$ cat src/rtl/console_uart_tx.sv
// console_uart_tx
//   Device-side transmitter for the core's console port. Bytes written with
//   console_we are queued in a small FIFO and shifted out on tx as 8N1 UART
//   frames. With CONSOLE_TX_PARITY_EN defined, frames are 8E1 and carry an
//   even-parity bit between data bit 7 and the stop bit.
//
//   Ports:
//     clk            system clock, all state changes on posedge
//     reset_n        asynchronous active-low reset
//     console_we     one-cycle write strobe, one byte per asserted cycle
//     console_wdata  write data, only [7:0] is transmitted
//     tx             UART serial line, idles high (registered)
//     busy           FIFO non-empty or frame in flight (registered)
//     fifo_full      FIFO holds FIFO_DEPTH bytes (registered)
//     overflow       sticky: a write was dropped because the FIFO was full
//
//   Optional macro: CONSOLE_TX_PARITY_EN

module console_uart_tx #(
    parameter int XLEN       = 32,
    parameter int CLK_DIV    = 868,
    parameter int FIFO_DEPTH = 16
) (
    input  logic            clk,
    input  logic            reset_n,
    input  logic            console_we,
    input  logic [XLEN-1:0] console_wdata,
    output logic            tx,
    output logic            busy,
    output logic            fifo_full,
    output logic            overflow
);

    localparam int PTR_W  = $clog2(FIFO_DEPTH);
    localparam int CNT_W  = PTR_W + 1;
    localparam int BAUD_W = $clog2(CLK_DIV);

    typedef enum logic [2:0] {
        S_IDLE,
        S_START,
        S_DATA,
`ifdef CONSOLE_TX_PARITY_EN
        S_PARITY,
`endif
        S_STOP
    } state_t;

    logic [7:0]        mem [FIFO_DEPTH];
    logic [PTR_W-1:0]  wr_ptr;
    logic [PTR_W-1:0]  rd_ptr;
    logic [CNT_W-1:0]  count;
    logic [CNT_W-1:0]  count_next;
    state_t            state;
    logic [BAUD_W-1:0] baud_cnt;
    logic [2:0]        bit_idx;
    logic [7:0]        shreg;

    logic baud_last;
    logic push_ok;
    logic pop;
    logic going_idle;
    logic unused_wdata;

    assign unused_wdata = ^console_wdata[XLEN-1:8];

    always_comb begin
        baud_last  = (baud_cnt == BAUD_W'(CLK_DIV - 1));
        push_ok    = console_we && (count != CNT_W'(FIFO_DEPTH));
        // The FSM takes a byte either from IDLE or straight out of the stop
        // bit, which is what makes queued frames run back to back.
        pop        = (count != '0) &&
                     ((state == S_IDLE) || ((state == S_STOP) && baud_last));
        going_idle = (count == '0) &&
                     ((state == S_IDLE) || ((state == S_STOP) && baud_last));
        count_next = count;
        case ({push_ok, pop})
            2'b10:   count_next = count + CNT_W'(1);
            2'b01:   count_next = count - CNT_W'(1);
            default: count_next = count;
        endcase
    end

    // FIFO storage and shift register hold data only, so they carry no reset.
    always_ff @(posedge clk) begin
        if (push_ok)
            mem[wr_ptr] <= console_wdata[7:0];
        if (pop)
            shreg <= mem[rd_ptr];
    end

    always_ff @(posedge clk or negedge reset_n) begin
        if (!reset_n) begin
            wr_ptr    <= '0;
            rd_ptr    <= '0;
            count     <= '0;
            state     <= S_IDLE;
            baud_cnt  <= '0;
            bit_idx   <= '0;
            tx        <= 1'b1;
            busy      <= 1'b0;
            fifo_full <= 1'b0;
            overflow  <= 1'b0;
        end else begin
            // Pointers wrap naturally because FIFO_DEPTH is a power of two.
            if (push_ok)
                wr_ptr <= wr_ptr + PTR_W'(1);
            if (pop)
                rd_ptr <= rd_ptr + PTR_W'(1);
            count     <= count_next;
            fifo_full <= (count_next == CNT_W'(FIFO_DEPTH));
            // A full FIFO drops the write even when a pop frees a slot this cycle.
            if (console_we && (count == CNT_W'(FIFO_DEPTH)))
                overflow <= 1'b1;
            busy <= !going_idle || (count_next != '0);

            case (state)
                S_IDLE: begin
                    tx       <= 1'b1;
                    baud_cnt <= '0;
                    if (pop) begin
                        tx    <= 1'b0;
                        state <= S_START;
                    end
                end
                S_START: begin
                    if (baud_last) begin
                        baud_cnt <= '0;
                        bit_idx  <= '0;
                        tx       <= shreg[0];
                        state    <= S_DATA;
                    end else begin
                        baud_cnt <= baud_cnt + BAUD_W'(1);
                    end
                end
                S_DATA: begin
                    if (baud_last) begin
                        baud_cnt <= '0;
                        if (bit_idx == 3'd7) begin
`ifdef CONSOLE_TX_PARITY_EN
                            tx    <= ^shreg;
                            state <= S_PARITY;
`else
                            tx    <= 1'b1;
                            state <= S_STOP;
`endif
                        end else begin
                            bit_idx <= bit_idx + 3'd1;
                            tx      <= shreg[bit_idx + 3'd1];
                        end
                    end else begin
                        baud_cnt <= baud_cnt + BAUD_W'(1);
                    end
                end
`ifdef CONSOLE_TX_PARITY_EN
                S_PARITY: begin
                    if (baud_last) begin
                        baud_cnt <= '0;
                        tx       <= 1'b1;
                        state    <= S_STOP;
                    end else begin
                        baud_cnt <= baud_cnt + BAUD_W'(1);
                    end
                end
`endif
                S_STOP: begin
                    if (baud_last) begin
                        baud_cnt <= '0;
                        if (pop) begin
                            tx    <= 1'b0;
                            state <= S_START;
                        end else begin
                            tx    <= 1'b1;
                            state <= S_IDLE;
                        end
                    end else begin
                        baud_cnt <= baud_cnt + BAUD_W'(1);
                    end
                end
                default: begin
                    tx       <= 1'b1;
                    baud_cnt <= '0;
                    state    <= S_IDLE;
                end
            endcase
        end
    end

endmodule
$ cat config.mk
export PLATFORM = sky130hd
export DESIGN_NAME = console_uart_tx
export DESIGN_NICKNAME = d
export VERILOG_FILES = /design/src/rtl/console_uart_tx.sv
export SDC_FILE = /design/constraint.sdc
export NUM_CORES = 1
export LEC_CHECK = 0
export CAP_MARGIN = 30
export CORE_UTILIZATION = 53
export CTS_BUF_LIST = sky130_fd_sc_hd__clkbuf_8 sky130_fd_sc_hd__clkbuf_16
export DETAILED_ROUTE_END_ITERATION = 16
export GPL_ROUTABILITY_DRIVEN = 0
export GPL_TIMING_DRIVEN = 0
export HOLD_SLACK_MARGIN = 0.12
export PLACE_DENSITY = 0.74
export SETUP_SLACK_MARGIN = 0.1
export SYNTH_ARGS = -nofsm -noshare
export SYNTH_HDL_FRONTEND = slang
export SYNTH_SLANG_ARGS = --single-unit
$ cat constraint.sdc
create_clock -name clk -period 7 [get_ports clk]
set_input_delay 1.4 -clock clk [delete_from_list [all_inputs] [get_ports clk]]
set_output_delay 1.4 -clock clk [all_outputs]
set_load 0.02 [all_outputs]
==> flow_summary_export.csv, run 1 <==
group,metric,value,unit
timing,drv_slew,0,
timing,tightest_slew,0.816,ns
timing,slew_headroom,45.5,%
timing,fin_crit,4.63,ns
logic_synthesis,syn-cell-area,0.00715,sq mm
floorplan,io_pins,39,
clock_tree,clk-insertion-delay-late,0.44,ns
cells_and_area,post-route-util,61.7,%
clock_tree,post_cts_resized,0,
outcome,status,"complete, no violations",
pwr,p_sw_share,26.3,%
detailed_routing,first_pass_iters,4,
worst_hold_path,hp-class,"register to register",
logic_synthesis,ys.flop_type,"edfxtp_1",
clock_tree,htreeDepth,4,
timing,setup_tns,0,ns
detailed_routing,drt-wirelength-per-cell,21.8,um
pwr,leakagePower,2.80,nW
pwr,seqPwrFrac,49.0,%
timing,finalClockSkew,0.00838,ns
detailed_routing,viasPerCell,5.93,
logic_synthesis,seq_area_frac_synth,68.3,%
logic_synthesis,yosys-top-cells-area,"edfxtp_1 57%, mux4_2 13%, dfrtp_1 11%, ha_1 2.4%, xnor2_1 1.5%",
logic_synthesis,synth.avg_cell_area,18.1,sq um
critical_path,required,7.33,ns
timing,fin_crit_sh,66.1,%
cells_and_area,final_cells,622,
pwr,power.internal,1.86,mW
critical_path,slowest_delay,0.67,ns
logic_synthesis,synth_top_area_share,57.1,%
timing,hold_viol,0,
timing,setup_violations,0,
floorplan,die_area,0.0140,sq mm
critical_path,worst-path-buf-inv,4,
placed_design,io_buffers,14,
pwr,powerDensity,310,mW/mm^2
critical_path,startpoint_type,"primary input",
worst_hold_path,whs_path_depth,1,
logic_synthesis,syn_nets,444,
critical_path,crit_path_max_fanout,10,
cells_and_area,layout_common_cells,"136 x edfxtp_1, 42 x mux4_2, 31 x dfrtp_1",
logic_synthesis,postSynth.asyncResetShare,19.0,%
cells_and_area,num-nets-final,483,
detailed_routing,drt_iter0_markers,407,
timing,max_freq,216,MHz
cells_and_area,fillCellCount,942,
placed_design,dp.cells,591,
job,cap_viol_max_count,0,
pwr,clockPowerShare,37.3,%
floorplan,fp.coreArea,0.0132,sq mm
clock_tree,clock_tree.buffer_depth,2,
clock_tree,cts_buffers,17,
critical_path,crit_cells,11,
cells_and_area,regArea,0.00489,sq mm
floorplan,start_util,54.2,%
clock_tree,clk_pin_slew,0.06,ns
floorplan,fp.dieH,118,um
detailed_routing,num_vias,3686,
logic_synthesis,netlist_instances,395,
cells_and_area,syn_to_final_growth,13.9,%
logic_synthesis,synth_edf_count,136,
grt,antenna_found_initial,0,
grt,grt_max_degree,33,
pwr,power_switching,0.665,mW
detailed_routing,antenna_left,0,
critical_path,end_kind,"register",
critical_path,worst_path_max_delay_cell,"a21boi_1",
grt,grt_overflow,0,
cells_and_area,multi_input_area,0.00215,sq mm
cells_and_area,antennaDiodeCount,0,
critical_path,cp_cell_sequence,"clkdlybuf4s50_1 > a21boi_1 > clkbuf_1 > inv_1 > ha_1 > clkbuf_1 > nor2_1 > o211ai_1 > or3_1 > and3b_1 > a2111oi_2",
grt,grtUsageTotal,21.5,%
grt,grt_pass1_wl,21400,um
cells_and_area,mostFrequentLayoutCell,"edfxtp_1",
critical_path,path_delay_family,"buffers and inverters",
pwr,ir_worst_vdd,0.215,mV
logic_synthesis,synth_largest_area_cell,"edfxtp_1",
clock_tree,root_buffer,"clkbuf_16",
floorplan,die_x,118,um
pwr,combPwrFrac,13.7,%
clock_tree,clock_sinks,168,
critical_path,cp_common_cell,"clkbuf_1",
grt,grt_pass1_vias,3818,
critical_path,worstRegToRegCells,12,
floorplan,row_count,42,
clock_tree,cts_setup_buffers,0,
logic_synthesis,synth_seq_cells,168,
timing,rsz0062_at_grt,"false",
clock_tree,cts_tree,"yes",
detailed_routing,drc,0,
cells_and_area,drive_gt1_share,22.9,%
critical_path,cp_data_arrival_time,4.96,ns
logic_synthesis,yosys_warnings,0,
logic_synthesis,synth_cell_type_count,55,
placed_design,dp_hpwl,9070,um
detailed_routing,routed_wl,13500,um
clock_tree,cts_hold_buf,0,
critical_path,crit_type,"primary input to register",
## sequential cells by signal, indices dropped and copies added (netlist names)
register,cells
shreg,8
count,5
wr_ptr,4
bit_idx,3
fifo_full,1
baud_cnt,10
busy,1
rd_ptr,4
state,2
mem,128
overflow,1
tx,1
## synthesized netlist by cell type, types with 6 or more instances
cell,count
a21oi_1,6
and3_1,10
clkbuf_1,10
dfrtp_1,31
edfxtp_1,136
ha_1,14
inv_1,8
mux2_2,6
mux4_2,42
nand2_1,12
nor2_1,17
nor3_1,8
nor3b_1,7
o21ai_0,6
xnor2_1,12
## power by group through the flow
| stage | logic, mW | registers, mW | clock network [mW] |
|---|---|---|---|
| after floorplan | 0.241 | 1.25 | 0 |
| after global placement | 0.325 | 1.25 | 0 |
| after detailed placement | 0.344 | 1.26 | 0 |
| after CTS | 0.345 | 1.24 | 0.956 |
| after global routing | 0.377 | 1.25 | 0.996 |
| final | 0.345 | 1.24 | 0.942 |
## worst reg2reg max path: cells and delay by family (launching register included)
kind,cells,cell delay (ns)
and+or+nand+nor,5,1.12
buffers and inverters,3,0.80
adders and majority gates,1,0.30
AOI/OAI and AO/OA,3,1.01
DFF,1,0.53
## layout make-up
type	instances	share of cell area, %
sequential	168	60.0
multi-input combinational	200	26.4
clock buffer	17	5.22
tap	176	2.70
timing repair buffer	20	2.21
clock inverter	14	2.06
buffer	19	1.08
inverter	8	0.369
## kinds of logic after synthesis
kind of cell               count (synthesis)  share of synthesized area [%]
xor gates and xnor gates                  17                           2.08
AOI/OAI and AO/OA                         38                           4.51
muxes                                     48                           14.2
DFF                                      168                           68.3
buffers and inverters                     27                           1.64
and+or+nand+nor                           83                           6.81
adders and majority gates                 14                           2.45
## per-stage QoR
stage,total power [mW],hold slack [ns],instance area [sq um],setup WS (ns)
finish,2.53,0.470,8140,2.37
global route,2.62,0.502,8140,2.22
global placement,1.58,0.451,7510,2.07
detailed placement,1.60,0.461,7550,2.05
floorplan,1.49,0.455,7150,3.32
CTS,2.54,0.475,8140,2.47
## layer usage
metal  vias to the layer above  track usage [%]  part of all wire (%)
met5                         -                0                     0
met4                         0             9.38                   3.2
met3                        25             6.08                   6.1
met2                       107             34.6                    50
met1                      1884             27.4                    40
li1                       1670                -                     -
## worst paths after layout
check,slack [ns],end,startpoint
max,2.37,fifo_full,console_we
min,0.47,overflow,overflow
max in group asynchronous,5.47,count[3],reset_n
max reg2reg,3.15,fifo_full,count[0]
min in group asynchronous,1.03,baud_cnt[7],reset_n
min reg2reg,0.47,overflow,overflow
No activity file was read; power rests on OpenSTA's default activity.
==> run 2: changes to the inputs <==
==> constraint.sdc (replaced) <==
create_clock -name clk -period 4.3 [get_ports clk]
set_input_delay 0.86 -clock clk [delete_from_list [all_inputs] [get_ports clk]]
set_output_delay 0.86 -clock clk [all_outputs]
set_load 0.02 [all_outputs]
==> run 2 against run 1 <==
Net effect: hold slack barely moved; clock skew barely moved; global-route usage did not move; clock-buffer cell count did not move; utilization barely moved; die area did not move; cell count did not move; final area barely moved; register-to-register slack got worse by 2.5 ns; first-iteration DRC count fell by 4.4%; clock power rose by 62%; critical path type unchanged; highest routed layer unchanged.
==> flow_summary_export.csv, run 2 (same netlist as run 1, synthesis figures left out) <==
group,metric,value,unit
floorplan,io_pins,39,
floorplan,die_x,118,um
cells_and_area,fillCellCount,940,
clock_tree,cts_hold_buf,0,
floorplan,fp.coreArea,0.0132,sq mm
grt,grt_overflow,0,
grt,grtUsageTotal,21.5,%
detailed_routing,routed_wl,13500,um
timing,fin_crit_sh,89.5,%
placed_design,dpl_worst_slack,-0.106,ns
clock_tree,root_buffer,"clkbuf_16",
timing,tightest_slew,0.795,ns
detailed_routing,drt_iter0_markers,389,
cells_and_area,antennaDiodeCount,0,
grt,grt_pass1_vias,3818,
grt,antenna_found_initial,0,
job,cap_viol_max_count,0,
cells_and_area,drive_gt1_share,23.1,%
critical_path,startpoint_type,"primary input",
pwr,leakagePower,2.80,nW
cells_and_area,reg_top3,"mem: 128 flops, baud_cnt: 10 flops, shreg: 8 flops",
timing,hold_viol,0,
critical_path,cp_data_arrival_time,4.18,ns
worst_hold_path,hp-class,"register to register",
outcome,status,"complete, no violations",
timing,drv_slew,0,
pwr,powerDensity,505,mW/mm^2
clock_tree,clock_tree.buffer_depth,2,
timing,fin_crit,3.85,ns
detailed_routing,viasPerCell,6.01,
placed_design,dp_hpwl,9070,um
floorplan,start_util,54.2,%
grt,grt_pass1_wl,21400,um
clock_tree,clk_pin_slew,0.06,ns
detailed_routing,num_vias,3740,
cells_and_area,syn_to_final_growth,13.9,%
pwr,ir_worst_vdd,0.349,mV
timing,max_freq,260,MHz
placed_design,io_buffers,14,
detailed_routing,drc,0,
critical_path,worstRegToRegCells,12,
timing,finalClockSkew,0.00802,ns
cells_and_area,num-nets-final,483,
clock_tree,cts_tree,"yes",
critical_path,crit_path_max_fanout,10,
cells_and_area,regMostFlops,"mem",
grt,grt_max_degree,33,
floorplan,fp.dieH,118,um
floorplan,row_count,42,
critical_path,rrSetupSlack,0.69,ns
timing,worst_slack,0.450,ns
detailed_routing,drt-wirelength-per-cell,21.8,um
timing,setup_violations,0,
cells_and_area,layout_common_cells,"136 x edfxtp_1, 42 x mux4_2, 31 x dfrtp_1",
clock_tree,clock_sinks,168,
timing,rsz0062_at_grt,"false",
cells_and_area,final_cell_area,0.00815,sq mm
detailed_routing,first_pass_iters,6,
timing,slew_headroom,46.9,%
clock_tree,htreeDepth,4,
placed_design,dpl_cell_area,0.00755,sq mm
clock_tree,clk-insertion-delay-late,0.44,ns
critical_path,end_kind,"register",
floorplan,die_area,0.0140,sq mm
cells_and_area,largest_reg_flops,128,
cells_and_area,mostFrequentLayoutCell,"edfxtp_1",
critical_path,crit_type,"primary input to register",
pwr,power.total,4.11,mW
clock_tree,cts_buffers,17,
worst_hold_path,whs_path_depth,1,
critical_path,required,4.63,ns
detailed_routing,antenna_left,0,
[run 2: critical path, stage by stage]
cell,delay (ns)
clkdlybuf4s50_1,0.59
a21boi_2,0.45
clkbuf_1,0.45
inv_1,0.09
ha_1,0.30
clkbuf_1,0.23
nor2_1,0.23
o211ai_1,0.11
or3_1,0.36
and3b_1,0.23
a2111oi_2,0.27
[run 2: path summary, 6_finish.rpt]
check	from	to
max in group asynchronous	reset_n	count[3]
worst min register to register	overflow	overflow
min in group asynchronous	reset_n	baud_cnt[7]
worst max-delay path	console_we	fifo_full
worst min-delay path	overflow	overflow
worst max register to register	count[0]	fifo_full
[run 2: layer usage]
metal	vias up	track usage [%]	part of all wire, %
met5	-	0	0
met3	28	6.08	6.4
met2	115	34.6	50
met1	1928	27.4	40
met4	0	9.38	3.2
li1	1669	-	-
[run 2: what timing repair did]
action | in CTS | in global routing
setup buffers | 0 | 0
gates resized for setup | 0 | 1
endpoints found under the setup margin | 0 | 1
[run 2: per-stage QoR]
step	TNS [ns]	util (%)	hold WS [ns]	std cells
3_3_place_gp	-0.0949	56.9	0.451	585
4_1_cts	0	61.7	0.475	622
5_1_grt	0	61.8	0.502	622
2_1_floorplan	0	-	0.455	395
6_report	0	61.8	0.471	622
3_5_place_dp	-0.106	57.2	0.461	591
[run 2: cell type report]
class,instances,area [sq um],share of cell area [%]
Sequential cell,168,4890,60.0
Multi-Input combinational cell,200,2150,26.4
Clock buffer,17,425,5.22
Clock inverter,14,168,2.06
Tap cell,176,220,2.70
Inverter,8,30.0,0.369
Timing Repair Buffer,20,180,2.21
Buffer,19,87.6,1.07
[run 2: where the power goes]
group / internal, mW / switching (mW)
clock: 0.869 / 0.664
combinational: 0.227 / 0.338
sequential: 1.93 / 0.0840
total: 3.03 / 1.09
==> run 3: changes to the inputs <==
--- a/config.mk
+++ b/config.mk
@@ -6,14 +6,16 @@
 export NUM_CORES = 1
 export LEC_CHECK = 0
 export CAP_MARGIN = 30
-export CORE_UTILIZATION = 53
+export CORE_UTILIZATION = 27
 export CTS_BUF_LIST = sky130_fd_sc_hd__clkbuf_8 sky130_fd_sc_hd__clkbuf_16
 export DETAILED_ROUTE_END_ITERATION = 16
 export GPL_ROUTABILITY_DRIVEN = 0
 export GPL_TIMING_DRIVEN = 0
 export HOLD_SLACK_MARGIN = 0.12
-export PLACE_DENSITY = 0.74
+export PLACE_DENSITY = 0.44
 export SETUP_SLACK_MARGIN = 0.1
+export SKIP_CTS_REPAIR_TIMING = 1
+export SKIP_LAST_GASP = 1
 export SYNTH_ARGS = -nofsm -noshare
 export SYNTH_HDL_FRONTEND = slang
 export SYNTH_SLANG_ARGS = --single-unit
==> run 3 against run 2 <==
Net effect: clock skew is 0.0037 ns higher; non-clock buffer count is 5 lower; total power is 0.88% lower; register-to-register slack better by 0.05 ns; critical path depth stayed put; final area is 2.2% higher; combinational power is 1% higher; worst setup slack better by 0.052 ns; cell count is 25% higher; clock power is 3% lower; critical endpoint unchanged.
==> flow_summary_export.csv, run 3 (same netlist as run 1, synthesis figures left out) <==
group,metric,value,unit
outcome,status,"complete, no violations",
clock_tree,cts_tree,"yes",
worst_hold_path,holdPathEnd,"overflow",
floorplan,fp.dieH,165,um
grt,met2_usage,19.6,%
pwr,leakagePower,2.78,nW
cells_and_area,num-nets-final,478,
cells_and_area,fillCellCount,2558,
cells_and_area,final_cells,777,
timing,setup_violations,0,
timing,drv_slew,0,
timing,fin_crit,3.80,ns
grt,grt_pass1_vias,3750,
grt,grt_overflow,0,
floorplan,fp.coreArea,0.0260,sq mm
pwr,power.internal,2.93,mW
detailed_routing,viasPerCell,4.66,
timing,max_freq,263,MHz
grt,grt_use_met3,2.86,%
detailed_routing,first_pass_iters,4,
detailed_routing,drt-wirelength-per-cell,19.4,um
grt,antenna_found_initial,0,
critical_path,required,4.61,ns
timing,holdWs,0.492,ns
critical_path,slowest_delay,0.60,ns
cells_and_area,mostFrequentLayoutCell,"edfxtp_1",
placed_design,dp_hpwl,10100,um
clock_tree,root_buffer,"clkbuf_16",
pwr,seqPwrFrac,49.4,%
cells_and_area,syn_to_final_growth,16.5,%
critical_path,cp_cell_sequence,"clkdlybuf4s50_1 > a21boi_2 > clkbuf_1 > inv_1 > ha_1 > clkbuf_1 > nor2_1 > nand3b_1 > nand4_1 > a221o_1 > a2111oi_2",
grt,met1_usage,16.7,%
critical_path,rrSetupSlack,0.74,ns
cells_and_area,regMostFlops,"mem",
pwr,power.total,4.08,mW
timing,finalClockSkew,0.0117,ns
pwr,ir_worst_vdd,0.226,mV
timing,slew_headroom,39.2,%
critical_path,crit_path_max_fanout,10,
worst_hold_path,hp-start,"overflow",
detailed_routing,drt_iter0_markers,255,
placed_design,io_buffers,14,
grt,grt_max_degree,33,
critical_path,end_kind,"register",
pwr,p_sw_share,28.1,%
worst_hold_path,hp-class,"register to register",
pwr,combPwrFrac,14.0,%
clock_tree,clock_tree.buffer_depth,2,
worst_hold_path,whs_path_depth,1,
timing,hold_viol,0,
placed_design,dp.cells,745,
pwr,power_switching,1.15,mW
critical_path,r2r_start,"count[3]",
clock_tree,clock_sinks,168,
placed_design,dpl_cell_area,0.00774,sq mm
critical_path,cp_data_arrival_time,4.11,ns
detailed_routing,num_vias,3617,
clock_tree,clk_pin_slew,0.07,ns
pwr,clockPowerShare,36.6,%
detailed_routing,drc,0,
cells_and_area,reg_top3,"mem: 128 flops, baud_cnt: 10 flops, shreg: 8 flops",
floorplan,die_x,165,um
critical_path,worst_path_max_delay_cell,"clkdlybuf4s50_1",
floorplan,die_area,0.0271,sq mm
job,cap_viol_max_count,0,
cells_and_area,antennaDiodeCount,0,
floorplan,start_util,27.5,%
grt,busiest_layer,"met2",
floorplan,io_pins,39,
critical_path,cp_common_cell,"clkbuf_1",
cells_and_area,drive_gt1_share,23.8,%
detailed_routing,antenna_left,0,
critical_path,reg2reg_to,"fifo_full",
pwr,powerDensity,490,mW/mm^2
grt,grt_pass1_wl,23500,um
floorplan,row_count,59,
clock_tree,htreeDepth,4,
timing,rsz0062_at_grt,"false",
timing,fin_crit_sh,88.3,%
detailed_routing,routed_wl,15100,um
critical_path,startpoint_type,"primary input",
clock_tree,cts_buffers,17,
clock_tree,clk-insertion-delay-late,0.43,ns
cells_and_area,final_cell_area,0.00833,sq mm
critical_path,crit_type,"primary input to register",
cells_and_area,layout_common_cells,"136 x edfxtp_1, 42 x mux4_2, 31 x dfrtp_1",
timing,tightest_slew,0.907,ns
cells_and_area,largest_reg_flops,128,
grt,grtUsageTotal,12.4,%
critical_path,worstRegToRegCells,12,
run 3: changes by cell type in the layout (fill, tap and decap cells not counted), moves of 2 or more:
cell and delta:
buf_4 -6, bufinv_16 -2, clkinv_8 +2, inv_6 -2, inv_8 +3, nor3b_1 -4, nor3b_2 +4
run 3: critical path: cells and delay by family:
kind	cells	cell delay [ns]
buffers and inverters	4	1.47
AND/OR/NAND/NOR	3	0.35
adder cells (fa/ha/maj)	1	0.30
AO/OA/AOI/OAI	3	1.12
run 3: worst max path at each step:
stage               startpoint        end  slack, ns  cells past startpoint
finish              console_we  fifo_full       0.50                     11
global route        console_we  fifo_full       0.18                     11
floorplan           console_we  fifo_full       1.16                     10
detailed placement  console_we  fifo_full      -0.15                     11
CTS                 console_we  fifo_full       0.30                     11
global placement    console_we  fifo_full      -0.17                     11
run 3: area by class of cell:
cell class,count,area (sq um),share of cell area [%]
flip-flops and latches,168,4890,58.7
multi-input cells,200,2180,26.1
clock buffers,17,425,5.11
well taps,335,419,5.03
clock inverters,15,158,1.89
repair buffers,15,146,1.76
plain buffers,19,87.6,1.05
inverters,8,30.0,0.361
run 3: per-layer routing:
| metal | share of wire (%) | up-vias |
|---|---|---|
| met3 | 3.0 | 14 |
| met5 | 0 | - |
| met2 | 48 | 45 |
| met4 | 1.2 | 0 |
| met1 | 48 | 1902 |
| li1 | - | 1656 |
run 3: stage by stage:
stage | util (%) | setup TNS [ns] | setup WS (ns)
2_1_floorplan | - | 0 | 1.16
3_3_place_gp | 29.7 | -0.172 | -0.172
3_5_place_dp | 29.8 | -0.150 | -0.150
4_1_cts | 32.0 | 0 | 0.295
5_1_grt | 32.0 | 0 | 0.179
6_report | 32.0 | 0 | 0.502
run 3: power groups by stage:
| stage | logic, mW | registers, mW | clock network [mW] |
|---|---|---|---|
| detailed placement | 0.579 | 2.05 | 0 |
| global placement | 0.562 | 2.04 | 0 |
| global route | 0.634 | 2.03 | 1.60 |
| CTS | 0.582 | 2.01 | 1.53 |
| floorplan | 0.392 | 2.03 | 0 |
| finish | 0.572 | 2.01 | 1.49 |
